[src/rtl/mod_addsub_pipe.sv]
`timescale 1ns/1ps
// mod_addsub_pipe
// ---------------
// Multi-lane modular adder/subtractor with a two-stage valid/ready pipeline.
// Every lane of a transaction shares one modulus iQ and one mode bit iSub.
// Stage 1 holds the raw (BITWIDTH+1)-bit sum or difference, the per-lane
// range check and Q. Stage 2 holds the corrected, reduced result.
//
// Ports
//   iClk    : clock, all state on the rising edge
//   iRstN   : asynchronous active-low reset
//   iClr    : synchronous flush of both pipeline stages
//   iValid  : input transaction valid
//   oReady  : block accepts an input this cycle
//   iSub    : 0 = (a+b) mod Q, 1 = (a-b) mod Q
//   iData0  : operand a, lane k at [k*BITWIDTH +: BITWIDTH]
//   iData1  : operand b, same packing
//   iQ      : modulus shared by all lanes
//   oValid  : output transaction valid
//   iReady  : downstream accepts the output
//   oData   : per-lane result, same packing
//   oErr    : per-lane out-of-range flag
module mod_addsub_pipe #(
    parameter int BITWIDTH = 16,
    parameter int LANES    = 4
) (
    input  logic                         iClk,
    input  logic                         iRstN,
    input  logic                         iClr,
    input  logic                         iValid,
    output logic                         oReady,
    input  logic                         iSub,
    input  logic [LANES*BITWIDTH-1:0]    iData0,
    input  logic [LANES*BITWIDTH-1:0]    iData1,
    input  logic [BITWIDTH-1:0]          iQ,
    output logic                         oValid,
    input  logic                         iReady,
    output logic [LANES*BITWIDTH-1:0]    oData,
    output logic [LANES-1:0]             oErr
);

    // Whole pipeline advances as a unit: it moves whenever the output
    // register is empty or its contents are being taken downstream.
    logic advance;

    // Stage 1 state
    logic                             s1Valid;
    logic                             s1Sub;
    logic [LANES-1:0][BITWIDTH:0]     s1Raw;
    logic [LANES-1:0]                 s1Err;
    logic [BITWIDTH-1:0]              s1Q;

    // Stage 1 combinational inputs
    logic [LANES-1:0][BITWIDTH:0]     rawNext;
    logic [LANES-1:0]                 errNext;

    // Stage 2 combinational correction
    logic [LANES-1:0][BITWIDTH:0]     reduceAdd;
    logic [LANES-1:0][BITWIDTH-1:0]   wrapSub;
    logic [LANES-1:0][BITWIDTH-1:0]   corrected;

    // Stage 2 state is the output register itself
    logic                             s2Valid;

    assign advance = !s2Valid || iReady;
    assign oReady  = advance;
    assign oValid  = s2Valid;

    // Raw sum/difference with one extra bit so the add carry is never lost
    // and the subtract borrow lands in the top bit. A lane is out of range
    // when either operand is not below Q; Q == 0 makes every lane fail
    // automatically because any operand is >= 0.
    always_comb begin
        rawNext = '0;
        errNext = '0;
        for (int k = 0; k < LANES; k++) begin
            if (iSub) begin
                rawNext[k] = {1'b0, iData0[k*BITWIDTH +: BITWIDTH]}
                           - {1'b0, iData1[k*BITWIDTH +: BITWIDTH]};
            end else begin
                rawNext[k] = {1'b0, iData0[k*BITWIDTH +: BITWIDTH]}
                           + {1'b0, iData1[k*BITWIDTH +: BITWIDTH]};
            end
            errNext[k] = (iData0[k*BITWIDTH +: BITWIDTH] >= iQ)
                      || (iData1[k*BITWIDTH +: BITWIDTH] >= iQ);
        end
    end

    // Stage 1 register. Flush beats a transfer; payload is only captured
    // for real transactions so bubbles leave the data untouched.
    always_ff @(posedge iClk or negedge iRstN) begin
        if (!iRstN) begin
            s1Valid <= 1'b0;
            s1Sub   <= 1'b0;
            s1Raw   <= '0;
            s1Err   <= '0;
            s1Q     <= '0;
        end else if (iClr) begin
            s1Valid <= 1'b0;
        end else if (advance) begin
            s1Valid <= iValid;
            if (iValid) begin
                s1Sub <= iSub;
                s1Raw <= rawNext;
                s1Err <= errNext;
                s1Q   <= iQ;
            end
        end
    end

    // Correction: an in-range add is below 2Q, so one conditional subtract
    // of Q suffices. For subtract, a set top bit means a < b and the low
    // bits hold a-b modulo 2^BITWIDTH, so adding Q wraps to the answer.
    always_comb begin
        reduceAdd = '0;
        wrapSub   = '0;
        corrected = '0;
        for (int k = 0; k < LANES; k++) begin
            reduceAdd[k] = s1Raw[k] - {1'b0, s1Q};
            wrapSub[k]   = s1Raw[k][BITWIDTH-1:0] + s1Q;
            if (s1Err[k]) begin
                corrected[k] = '0;
            end else if (s1Sub) begin
                corrected[k] = s1Raw[k][BITWIDTH] ? wrapSub[k]
                                                  : s1Raw[k][BITWIDTH-1:0];
            end else begin
                corrected[k] = (s1Raw[k] >= {1'b0, s1Q}) ? reduceAdd[k][BITWIDTH-1:0]
                                                         : s1Raw[k][BITWIDTH-1:0];
            end
        end
    end

    // Stage 2 / output register. Holds steady while stalled.
    always_ff @(posedge iClk or negedge iRstN) begin
        if (!iRstN) begin
            s2Valid <= 1'b0;
            oData   <= '0;
            oErr    <= '0;
        end else if (iClr) begin
            s2Valid <= 1'b0;
        end else if (advance) begin
            s2Valid <= s1Valid;
            if (s1Valid) begin
                oData <= corrected;
                oErr  <= s1Err;
            end
        end
    end

endmodule

[config.mk]
export PLATFORM = sky130hd
export DESIGN_NAME = mod_addsub_pipe
export DESIGN_NICKNAME = d
export VERILOG_FILES = /design/src/rtl/mod_addsub_pipe.sv
export SDC_FILE = /design/constraint.sdc
export NUM_CORES = 1
export LEC_CHECK = 0
export ABC_AREA = 1
export CORE_MARGIN = 1
export CORE_UTILIZATION = 55
export CTS_BUF_LIST = sky130_fd_sc_hd__clkbuf_8
export DETAILED_ROUTE_END_ITERATION = 12
export PLACE_DENSITY = 0.82
export REMOVE_ABC_BUFFERS = 1
export SKIP_LAST_GASP = 1
export SYNTH_ARGS = -nofsm -noshare
export SYNTH_HDL_FRONTEND = slang
export SYNTH_SLANG_ARGS = --single-unit
[constraint.sdc]
create_clock -name iClk -period 2.1 [get_ports iClk]
set_input_delay 0.42 -clock iClk [delete_from_list [all_inputs] [get_ports iClk]]
set_output_delay 0.42 -clock iClk [all_outputs]
set_load 0.03 [all_outputs]
==> impl_metrics.env, run 1 <==
export IMPL_synth_edf_count=0
export IMPL_chipWidth_um=208.3
export IMPL_cts_sinks=159
export IMPL_grt_max_degree=59
export IMPL_synth_compound_area_frac=0.1180
export IMPL_synth_ff_type="dfrtp_1"
export IMPL_worstEndpointType="sequential cell input"
export IMPL_grt_overflow=13
export IMPL_syn_area_mm2=0.02340
export IMPL_yosysSeqAreaShare=0.1700
export IMPL_synthXorXnorAreaFrac=0.04566
export IMPL_toolErrorMsg="[ERROR GRT-0232] Routing congestion too high. Check the congestion heatmap in the GUI."
export IMPL_cts_buffers=17
export IMPL_initial_core_util=0.5579
export IMPL_clockBufferDepth=2
export IMPL_place_congestion=1.042
export IMPL_cts_max_level=4
export IMPL_root_buffer="clkbuf_8"
export IMPL_crit_endpoint="oData[42]$_DFFE_PN0P_/D"
export IMPL_io_pins=220
export IMPL_synthSimpleGateAreaFrac=0.3721
export IMPL_die_h_um=208.3
export IMPL_async_reset_ff_frac=1.000
export IMPL_synth_seq_cells=159
export IMPL_synthAdderAreaFrac=0.1814
export IMPL_stop_stage="global routing (5_1_grt)"
export IMPL_yosysUniqueCellTypes=44
export IMPL_synthCells=3781
export IMPL_synth_top_family_by_area="simple AND/OR/NAND/NOR gates"
export IMPL_numPortBuffers=219
export IMPL_grt_use_total=0.6900
export IMPL_synth_avg_cell_area_um2=6.189
export IMPL_num_rows=75
export IMPL_status="aborted with a tool error"
export IMPL_preCtsSetupSlack_ps=-1272
export IMPL_synthMuxAreaShare=0
export IMPL_hpwl_mm=77.21
export IMPL_yosysWarnings=0
cells in the mapped netlist (8+ instances only):
cell | number | area (um^2)
fa_1 | 12 | 240.2
nand3b_1 | 13 | 97.59
nand2_1 | 1178 | 4422
o21a_1 | 11 | 82.58
inv_1 | 515 | 1933
clkbuf_1 | 44 | 165.2
nand3_1 | 408 | 2042
nand4_1 | 62 | 387.9
ha_1 | 320 | 4004
dfrtp_1 | 159 | 3979
or2_2 | 8 | 50.05
nand2_2 | 14 | 87.58
a31oi_1 | 21 | 131.4
buf_2 | 20 | 100.1
xor2_1 | 87 | 762.0
buf_6 | 10 | 112.6
xnor2_1 | 35 | 306.5
o21ai_0 | 172 | 860.8
nand3_2 | 18 | 180.2
o21bai_1 | 15 | 112.6
nor2_1 | 219 | 822.0
nor2_2 | 8 | 50.05
a21oi_1 | 279 | 1396
a21boi_0 | 8 | 60.06
nor3_1 | 50 | 250.2
buf_4 | 33 | 247.7
per-stage QoR:
| step | cell area [um^2] | TNS [ps] | cells |
|---|---|---|---|
| after floorplan | 22740 | -193880 | 3668 |
| after global placement | 32150 | -76320 | 5251 |
| after detailed placement | 32150 | -82960 | 5251 |
| after CTS | 35290 | -7026 | 5338 |
repair_timing:
action | CTS
cloned | 5
setup endpoints to repair | 122
setup buffers | 52
hold endpoints to repair | 30
gates resized for setup | 668
hold buffers | 1
pin swaps | 248
cells by family after synthesis:
kind of cell               count (synthesis)
buffers and inverters                    639
and+or+nand+nor                         2006
xor gates and xnor gates                 122
DFF                                      159
AOI/OAI and AO/OA                        523
adders and majority gates                332
routing by layer:
layer / GRT overflow / track usage
met1: 0 / 0.6982
met2: 7 / 0.9140
met3: 0 / 0.4549
met4: 6 / 0.7001
met5: 0 / 0.1212
==> inputs of run 2 (changes only) <==
--- a/config.mk
+++ b/config.mk
@@ -7,10 +7,9 @@
 export LEC_CHECK = 0
 export ABC_AREA = 1
 export CORE_MARGIN = 1
-export CORE_UTILIZATION = 55
-export CTS_BUF_LIST = sky130_fd_sc_hd__clkbuf_8
+export CORE_UTILIZATION = 40
 export DETAILED_ROUTE_END_ITERATION = 12
-export PLACE_DENSITY = 0.82
+export PLACE_DENSITY_LB_ADDON = 0.15
 export REMOVE_ABC_BUFFERS = 1
 export SKIP_LAST_GASP = 1
 export SYNTH_ARGS = -nofsm -noshare
==> constraint.sdc (replaced) <==
create_clock -name iClk -period 2.7 [get_ports iClk]
set_input_delay 0.54 -clock iClk [delete_from_list [all_inputs] [get_ports iClk]]
set_output_delay 0.54 -clock iClk [all_outputs]
set_load 0.03 [all_outputs]
==> impl_metrics.env, run 2 <==
export IMPL_status="complete, no violations"
export IMPL_grt_max_degree=90
export IMPL_grt_overflow=0
export IMPL_num_rows=88
export IMPL_cts_max_level=4
export IMPL_cp_start_kind="register"
export IMPL_clk_pin_slew_ps=80
export IMPL_r2r_cells=13
export IMPL_place_congestion=0.9814
export IMPL_dieArea_mm2=0.05948
export IMPL_dr_total_vias=26730
export IMPL_synthMuxAreaShare=0
export IMPL_chipWidth_um=243.9
export IMPL_clockBufferDepth=2
export IMPL_grt_use_total=0.3144
export IMPL_largest_register_ffs=68
export IMPL_fmax_mhz=381.1
export IMPL_yosysSeqAreaShare=0.1700
export IMPL_timing_hold_violations_final=0
export IMPL_regMostFlops="s1Raw"
export IMPL_synthSimpleGateAreaFrac=0.3721
export IMPL_grt_pass1_wl_mm=143.5
export IMPL_final_cell_mix="nand2_1, inv_1, buf_4, nand3_1, ha_1"
export IMPL_slew_viol_final=0
export IMPL_arrival_ps=2990
export IMPL_wl_mm=93.28
export IMPL_syn2layout_area_growth_pct=34.42
export IMPL_ant_nets=0
export IMPL_hold_ws_ps=477.8
export IMPL_drv_cap=0
export IMPL_synthCells=3781
export IMPL_dpl_cell_area_mm2=0.02982
export IMPL_synth_seq_cells=159
export IMPL_synth_ff_type="dfrtp_1"
export IMPL_die_h_um=243.9
export IMPL_post_drt_wl_per_cell_um=17.94
export IMPL_cp_end_kind="register"
export IMPL_drive_gt1_frac=0.1789
export IMPL_setup_viol=0
export IMPL_synth_compound_area_frac=0.1180
export IMPL_crit_fanout=17
export IMPL_yosysWarnings=0
export IMPL_grt_pass1_vias=26050
export IMPL_finalCritPeriodShare=0.9719
export IMPL_synth_most_common_cell="nand2_1"
export IMPL_netlist_area_leader_share=0.1889
export IMPL_top_regs="s1Raw: 68 flops, oData: 64 flops, s1Q: 16 flops"
export IMPL_nNetsFinal=4902
export IMPL_peakVddDrop_uv=589.3
export IMPL_drcViolationCount=0
export IMPL_grt_antenna_before_repair=2
export IMPL_regToRegStartpoint="s1Q[11]"
export IMPL_tightest_slew_ps=674.4
export IMPL_async_reset_ff_frac=1.000
export IMPL_synth_avg_cell_area_um2=6.189
export IMPL_slew_headroom=0.5499
export IMPL_synthXorXnorAreaFrac=0.04566
export IMPL_critical_path_required_ps=3070
export IMPL_cp_endpoint="oData[56]"
export IMPL_design_area_mm2=0.03146
export IMPL_drtPass1Iterations=6
export IMPL_numPortBuffers=219
export IMPL_layout_commonest_cell="nand2_1"
export IMPL_cts_buffers=17
export IMPL_min_path_type="register to register"
export IMPL_p_leak_nw=17.03
export IMPL_r2r_slack_ps=80
export IMPL_yosysUniqueCellTypes=44
export IMPL_drt_iter0_drc=1864
export IMPL_core_mm2=0.05781
export IMPL_power_density_mw_per_mm2=715.2
export IMPL_period_needed_ps=2624
export IMPL_synth_commonest_cells="nand2_1, inv_1, nand3_1, ha_1, a21oi_1"
export IMPL_yosysTopAreaCell="nand2_1"
export IMPL_r2r_end="oData[56]"
export IMPL_fin_skew_ps=11.83
export IMPL_hpwl_mm=75.53
export IMPL_vias_per_cell=5.141
export IMPL_synth_top_family_by_area="simple AND/OR/NAND/NOR gates"
export IMPL_cts_sinks=159
export IMPL_initial_core_util=0.4048
export IMPL_insertion_delay_ps=480
export IMPL_io_pins=220
export IMPL_crit_path_start="s1Q[11]"
export IMPL_synth_edf_count=0
export IMPL_rsz0062_at_grt="yes"
export IMPL_syn_area_mm2=0.02340
export IMPL_criticalPathCategory="register to register"
export IMPL_synth_area_top_cells="nand2_1, ha_1, dfrtp_1"
export IMPL_cts_tree="yes"
export IMPL_root_buffer="clkbuf_16"
export IMPL_synthAdderAreaFrac=0.1814
run 2: cell counts after synthesis:
No cell type changed its count.
run 2: timing repair:
action / in CTS / in global routing
hold buffers: 1 / 0
resized for setup: 64 / 191
endpoints found under the setup margin: 35 / 72
pin swaps: 31 / 71
setup buffers: 9 / 16
endpoints found under the hold margin: 4 / 0
run 2: layout make-up:
| cell class | instances | area [um^2] |
|---|---|---|
| diodes | 1 | 2.502 |
| inverters | 526 | 2008 |
| clock buffers | 21 | 470.5 |
| fillers | 5937 | 26350 |
| flip-flops and latches | 159 | 3979 |
| repair buffers | 733 | 6322 |
| well taps | 765 | 957.2 |
| clock inverters | 11 | 177.7 |
| multi-input cells | 2983 | 17540 |
run 2: logic make-up (layout without fill, tap and decap cells):
| family | after synthesis | count (layout) |
|---|---|---|
| AO/OA/AOI/OAI | 523 | 523 |
| XOR/XNOR | 122 | 122 |
| adder cells (fa/ha/maj) | 332 | 332 |
| buffers and inverters | 639 | 1291 |
| flip-flops | 159 | 159 |
| other | 0 | 1 |
| AND/OR/NAND/NOR | 2006 | 2006 |
run 2: layer usage:
layer,share of wire,up-vias,wire (um),global-route usage
li1,-,13580,-,-
met1,0.42,12090,39260,0.3869
met2,0.46,833,43230,0.5236
met3,0.056,231,5184,0.03690
met4,0.060,2,5591,0.1915
met5,0.00013,-,12,0
run 2: worst min path at each step:
stage / slack [ps] / cells after the start / from / to
floorplan: 240 / 0 / iRstN / oData[0]
global placement: 460 / 2 / oData[57] / oData[57]
detailed placement: 460 / 2 / oData[57] / oData[57]
CTS: 480 / 2 / oData[7] / oData[7]
global route: 500 / 2 / oData[63] / oData[63]
finish: 480 / 2 / oData[7] / oData[7]
run 2: report_power, final:
| group | leakage, nW | internal [mW] | switching, mW | total [mW] |
|---|---|---|---|---|
| Combinational | 14.7 | 6.32 | 9.52 | 15.8 |
| Clock | 0.307 | 1.63 | 1.17 | 2.80 |
| Sequential | 1.99 | 3.11 | 0.758 | 3.87 |
| Total | 17.0 | 11.1 | 11.4 | 22.5 |
run 2: worst max-delay path, stage by stage (launching register included):
cell        delay, ps
dfrtp_1           390
clkinvlp_4        270
ha_1              540
nand2_2           150
nor2_4            140
nand2_1            90
nor3_4            180
nor2_4             60
nand2_4           230
inv_2             130
nand2_1            80
nand3_1            60
nand3_1           120
nand2_1            60
run 2: through the flow:
step | total power [mW] | utilization | setup WS, ps | setup TNS [ps] | cells
2_1_floorplan | 12.99 | - | -2298 | -132150 | 3668
3_3_place_gp | 19.06 | 0.5158 | -705.2 | -27980 | 5141
3_5_place_dp | 19.13 | 0.5158 | -757.5 | -30070 | 5141
4_1_cts | 22.07 | 0.5312 | 0.1772 | 0 | 5183
5_1_grt | 24.41 | 0.5442 | -59.82 | -375.2 | 5198
6_report | 22.50 | 0.5442 | 75.84 | 0 | 5199
(Power assumes the default switching activity.)
==> inputs of run 3 (changes only) <==
--- a/config.mk
+++ b/config.mk
@@ -5,9 +5,9 @@
 export SDC_FILE = /design/constraint.sdc
 export NUM_CORES = 1
 export LEC_CHECK = 0
-export ABC_AREA = 1
 export CORE_MARGIN = 1
 export CORE_UTILIZATION = 40
+export CTS_BUF_LIST = sky130_fd_sc_hd__clkbuf_2
 export DETAILED_ROUTE_END_ITERATION = 12
 export PLACE_DENSITY_LB_ADDON = 0.15
 export REMOVE_ABC_BUFFERS = 1
==> constraint.sdc (replaced) <==
create_clock -name iClk -period 3.4 [get_ports iClk]
set_input_delay 0.68 -clock iClk [delete_from_list [all_inputs] [get_ports iClk]]
set_output_delay 0.68 -clock iClk [all_outputs]
set_load 0.03 [all_outputs]
==> impl_metrics.env, run 3 <==
export IMPL_synth_edf_count=0
export IMPL_fillers=4771
export IMPL_insertion_delay_ps=960
export IMPL_status="complete, no violations"
export IMPL_regMostFlops="s1Raw"
export IMPL_slew_headroom=0.4847
export IMPL_yosysWarnings=0
export IMPL_cp_start_kind="register"
export IMPL_power_frac_seq=0.195
export IMPL_drv_cap=0
export IMPL_peakVddDrop_uv=259.2
export IMPL_synth_compound_area_frac=0.2416
export IMPL_synthAdderAreaFrac=0.2129
export IMPL_netlist_area_leader_share=0.2008
export IMPL_clkPwrFrac=0.083
export IMPL_layout_commonest_cell="buf_4"
export IMPL_preCtsSetupSlack_ps=-790.3
export IMPL_dr_total_vias=20490
export IMPL_combPwrFrac=0.722
export IMPL_yosysUniqueCellTypes=76
export IMPL_cts_buffers=17
export IMPL_die_h_um=225.2
export IMPL_grt_max_degree=68
export IMPL_synth_avg_cell_area_um2=8.084
export IMPL_clk_pin_slew_ps=320
export IMPL_initial_core_util=0.4064
export IMPL_critical_path_required_ps=4230
export IMPL_slew_viol_final=0
export IMPL_largest_register_ffs=68
export IMPL_finalWorstSetupSlack_ps=107.8
export IMPL_grt_antenna_before_repair=2
export IMPL_synthXorXnorAreaFrac=0.08699
export IMPL_syn2layout_area_growth_pct=33.75
export IMPL_synth_area_top_cells="ha_1, dfrtp_1, xnor2_1"
export IMPL_ant_nets=0
export IMPL_cp_end_kind="register"
export IMPL_setup_tns_ps=0
export IMPL_tightest_slew_ps=753.5
export IMPL_synthMuxAreaShare=0.04387
export IMPL_finalCritPeriodShare=0.9683
export IMPL_criticalPathCategory="register to register"
export IMPL_num_rows=81
export IMPL_core_mm2=0.04905
export IMPL_hpwl_mm=60.34
export IMPL_wl_mm=73.62
export IMPL_synthSimpleGateAreaFrac=0.1672
export IMPL_drive_gt1_frac=0.1870
export IMPL_cts_max_level=4
export IMPL_numPortBuffers=219
export IMPL_clockBufferDepth=2
export IMPL_dieArea_mm2=0.05074
export IMPL_power_internal_mw=8.144
export IMPL_synth_most_common_cell="ha_1"
export IMPL_power_switching_mw=7.152
export IMPL_vias_per_cell=5.456
export IMPL_drtPass1Iterations=5
export IMPL_fmax_mhz=303.8
export IMPL_drt_iter0_drc=1343
export IMPL_period_needed_ps=3292
export IMPL_top_regs="s1Raw: 68 flops, oData: 64 flops, s1Q: 16 flops"
export IMPL_placed_cells=3720
export IMPL_power_density_mw_per_mm2=573.7
export IMPL_timing_hold_violations_final=0
export IMPL_setup_viol=0
export IMPL_grt_overflow=0
export IMPL_cts_tree="yes"
export IMPL_synth_top_family_by_area="compound AO/OA/AOI/OAI gates"
export IMPL_drcViolationCount=0
export IMPL_power_total_mw=15.30
export IMPL_grt_use_total=0.2914
export IMPL_grt_pass1_vias=20170
export IMPL_final_cells=3756
export IMPL_fin_skew_ps=79.25
export IMPL_rsz0062_at_grt="yes"
export IMPL_synth_ff_type="dfrtp_1"
export IMPL_synthCells=2466
export IMPL_min_path_type="primary input to async pin"
export IMPL_crit_fanout=7
export IMPL_switching_share=0.4676
export IMPL_cts_sinks=159
export IMPL_synth_seq_cells=159
export IMPL_io_pins=220
export IMPL_post_drt_wl_per_cell_um=19.60
export IMPL_root_buffer="clkbuf_2"
export IMPL_grt_pass1_wl_mm=112.3
export IMPL_nNetsFinal=3561
export IMPL_chipWidth_um=225.2
export IMPL_p_leak_nw=12.58
export IMPL_yosysSeqAreaShare=0.1996
export IMPL_syn_area_mm2=0.01994
export IMPL_synth_commonest_cells="ha_1, nand2_1, o21ai_0, nor2_1, a21oi_1"
export IMPL_yosysTopAreaCell="ha_1"
export IMPL_final_cell_mix="buf_4, ha_1, clkdlybuf4s50_1, nand2_1, nor2_1"
export IMPL_place_congestion=0.9400
export IMPL_async_reset_ff_frac=1.000
export IMPL_arrival_ps=4120
[run 3: timing repair]
| action | in CTS | in global routing |
|---|---|---|
| buffers inserted | 0 | 3 |
| pin swaps | 0 | 3 |
| hold buffers | 1 | 0 |
| endpoints found under the hold margin | 62 | 0 |
| resized for setup | 2 | 20 |
| endpoints found under the setup margin | 2 | 34 |
| gates cloned | 0 | 0 |
[run 3: cell families (layout without fill, tap and decap cells)]
group | after synthesis | after routing
compound gates | 738 | 738
flops | 159 | 159
xor+xnor | 198 | 198
mux | 85 | 85
buf+inv | 245 | 870
fa+ha+maj | 332 | 332
other cells | 0 | 1
simple gates | 709 | 709
[run 3: cell type report]
class	instances	area [um^2]	area share
inverters	134	506.7	0.01900
diodes	1	2.502	0.00009385
multi-input cells	2062	15070	0.5651
well taps	664	830.8	0.03116
flip-flops and latches	159	3983	0.1494
repair buffers	705	5997	0.2249
clock inverters	14	192.7	0.007226
clock buffers	17	85.08	0.003191
[run 3: worst paths after layout]
| path | slack, ps | depth (start not counted) | endpoint | from |
|---|---|---|---|---|
| max reg2reg | 110 | 14 | oData[25] | s1Q[2] |
| min | 280 | 2 | s1Q[13] | iRstN |
| min in group iClk | 300 | 3 | s1Q[1] | iQ[1] |
| max in group asynchronous | 2230 | 3 | s1Q[11] | iRstN |
| min reg2reg | 510 | 2 | oErr[3] | oErr[3] |
| max | 110 | 14 | oData[25] | s1Q[2] |
[run 3: per-layer routing]
layer / track usage / routed length, um
met1: 0.3802 / 33430
met2: 0.4823 / 33700
met3: 0.03233 / 3255
met4: 0.1321 / 3233
met5: 0 / 8
[run 3: critical path, cell delays in order, from the launching register on]
cell and delay (ps):
dfrtp_1 440, inv_2 80, buf_6 150, ha_2 360, o21a_1 160, o31ai_1 80
buf_4 140, a211o_1 290, o211a_1 250, a21oi_1 180, buf_4 200, buf_4 140
mux2_2 330, mux2i_2 240, o21ai_0 120
[run 3: power by group through the flow]
stage	registers, mW	clock network, mW	logic (mW)
2_1_floorplan	3.43	0	6.10
3_3_place_gp	2.99	0	10.7
3_5_place_dp	3.00	0	10.8
4_1_cts	2.97	1.30	10.9
5_1_grt	3.05	1.37	12.1
6_report	2.98	1.27	11.0
[run 3: per-stage QoR]
stage	area (um^2)	hold slack (ps)	utilization
final	26660	280.8	0.5436
after global routing	26660	287.0	0.5436
after floorplan	19480	384.4	-
after CTS	26590	221.8	0.5420
after global placement	26290	462.9	0.5360
after detailed placement	26290	469.3	0.5360
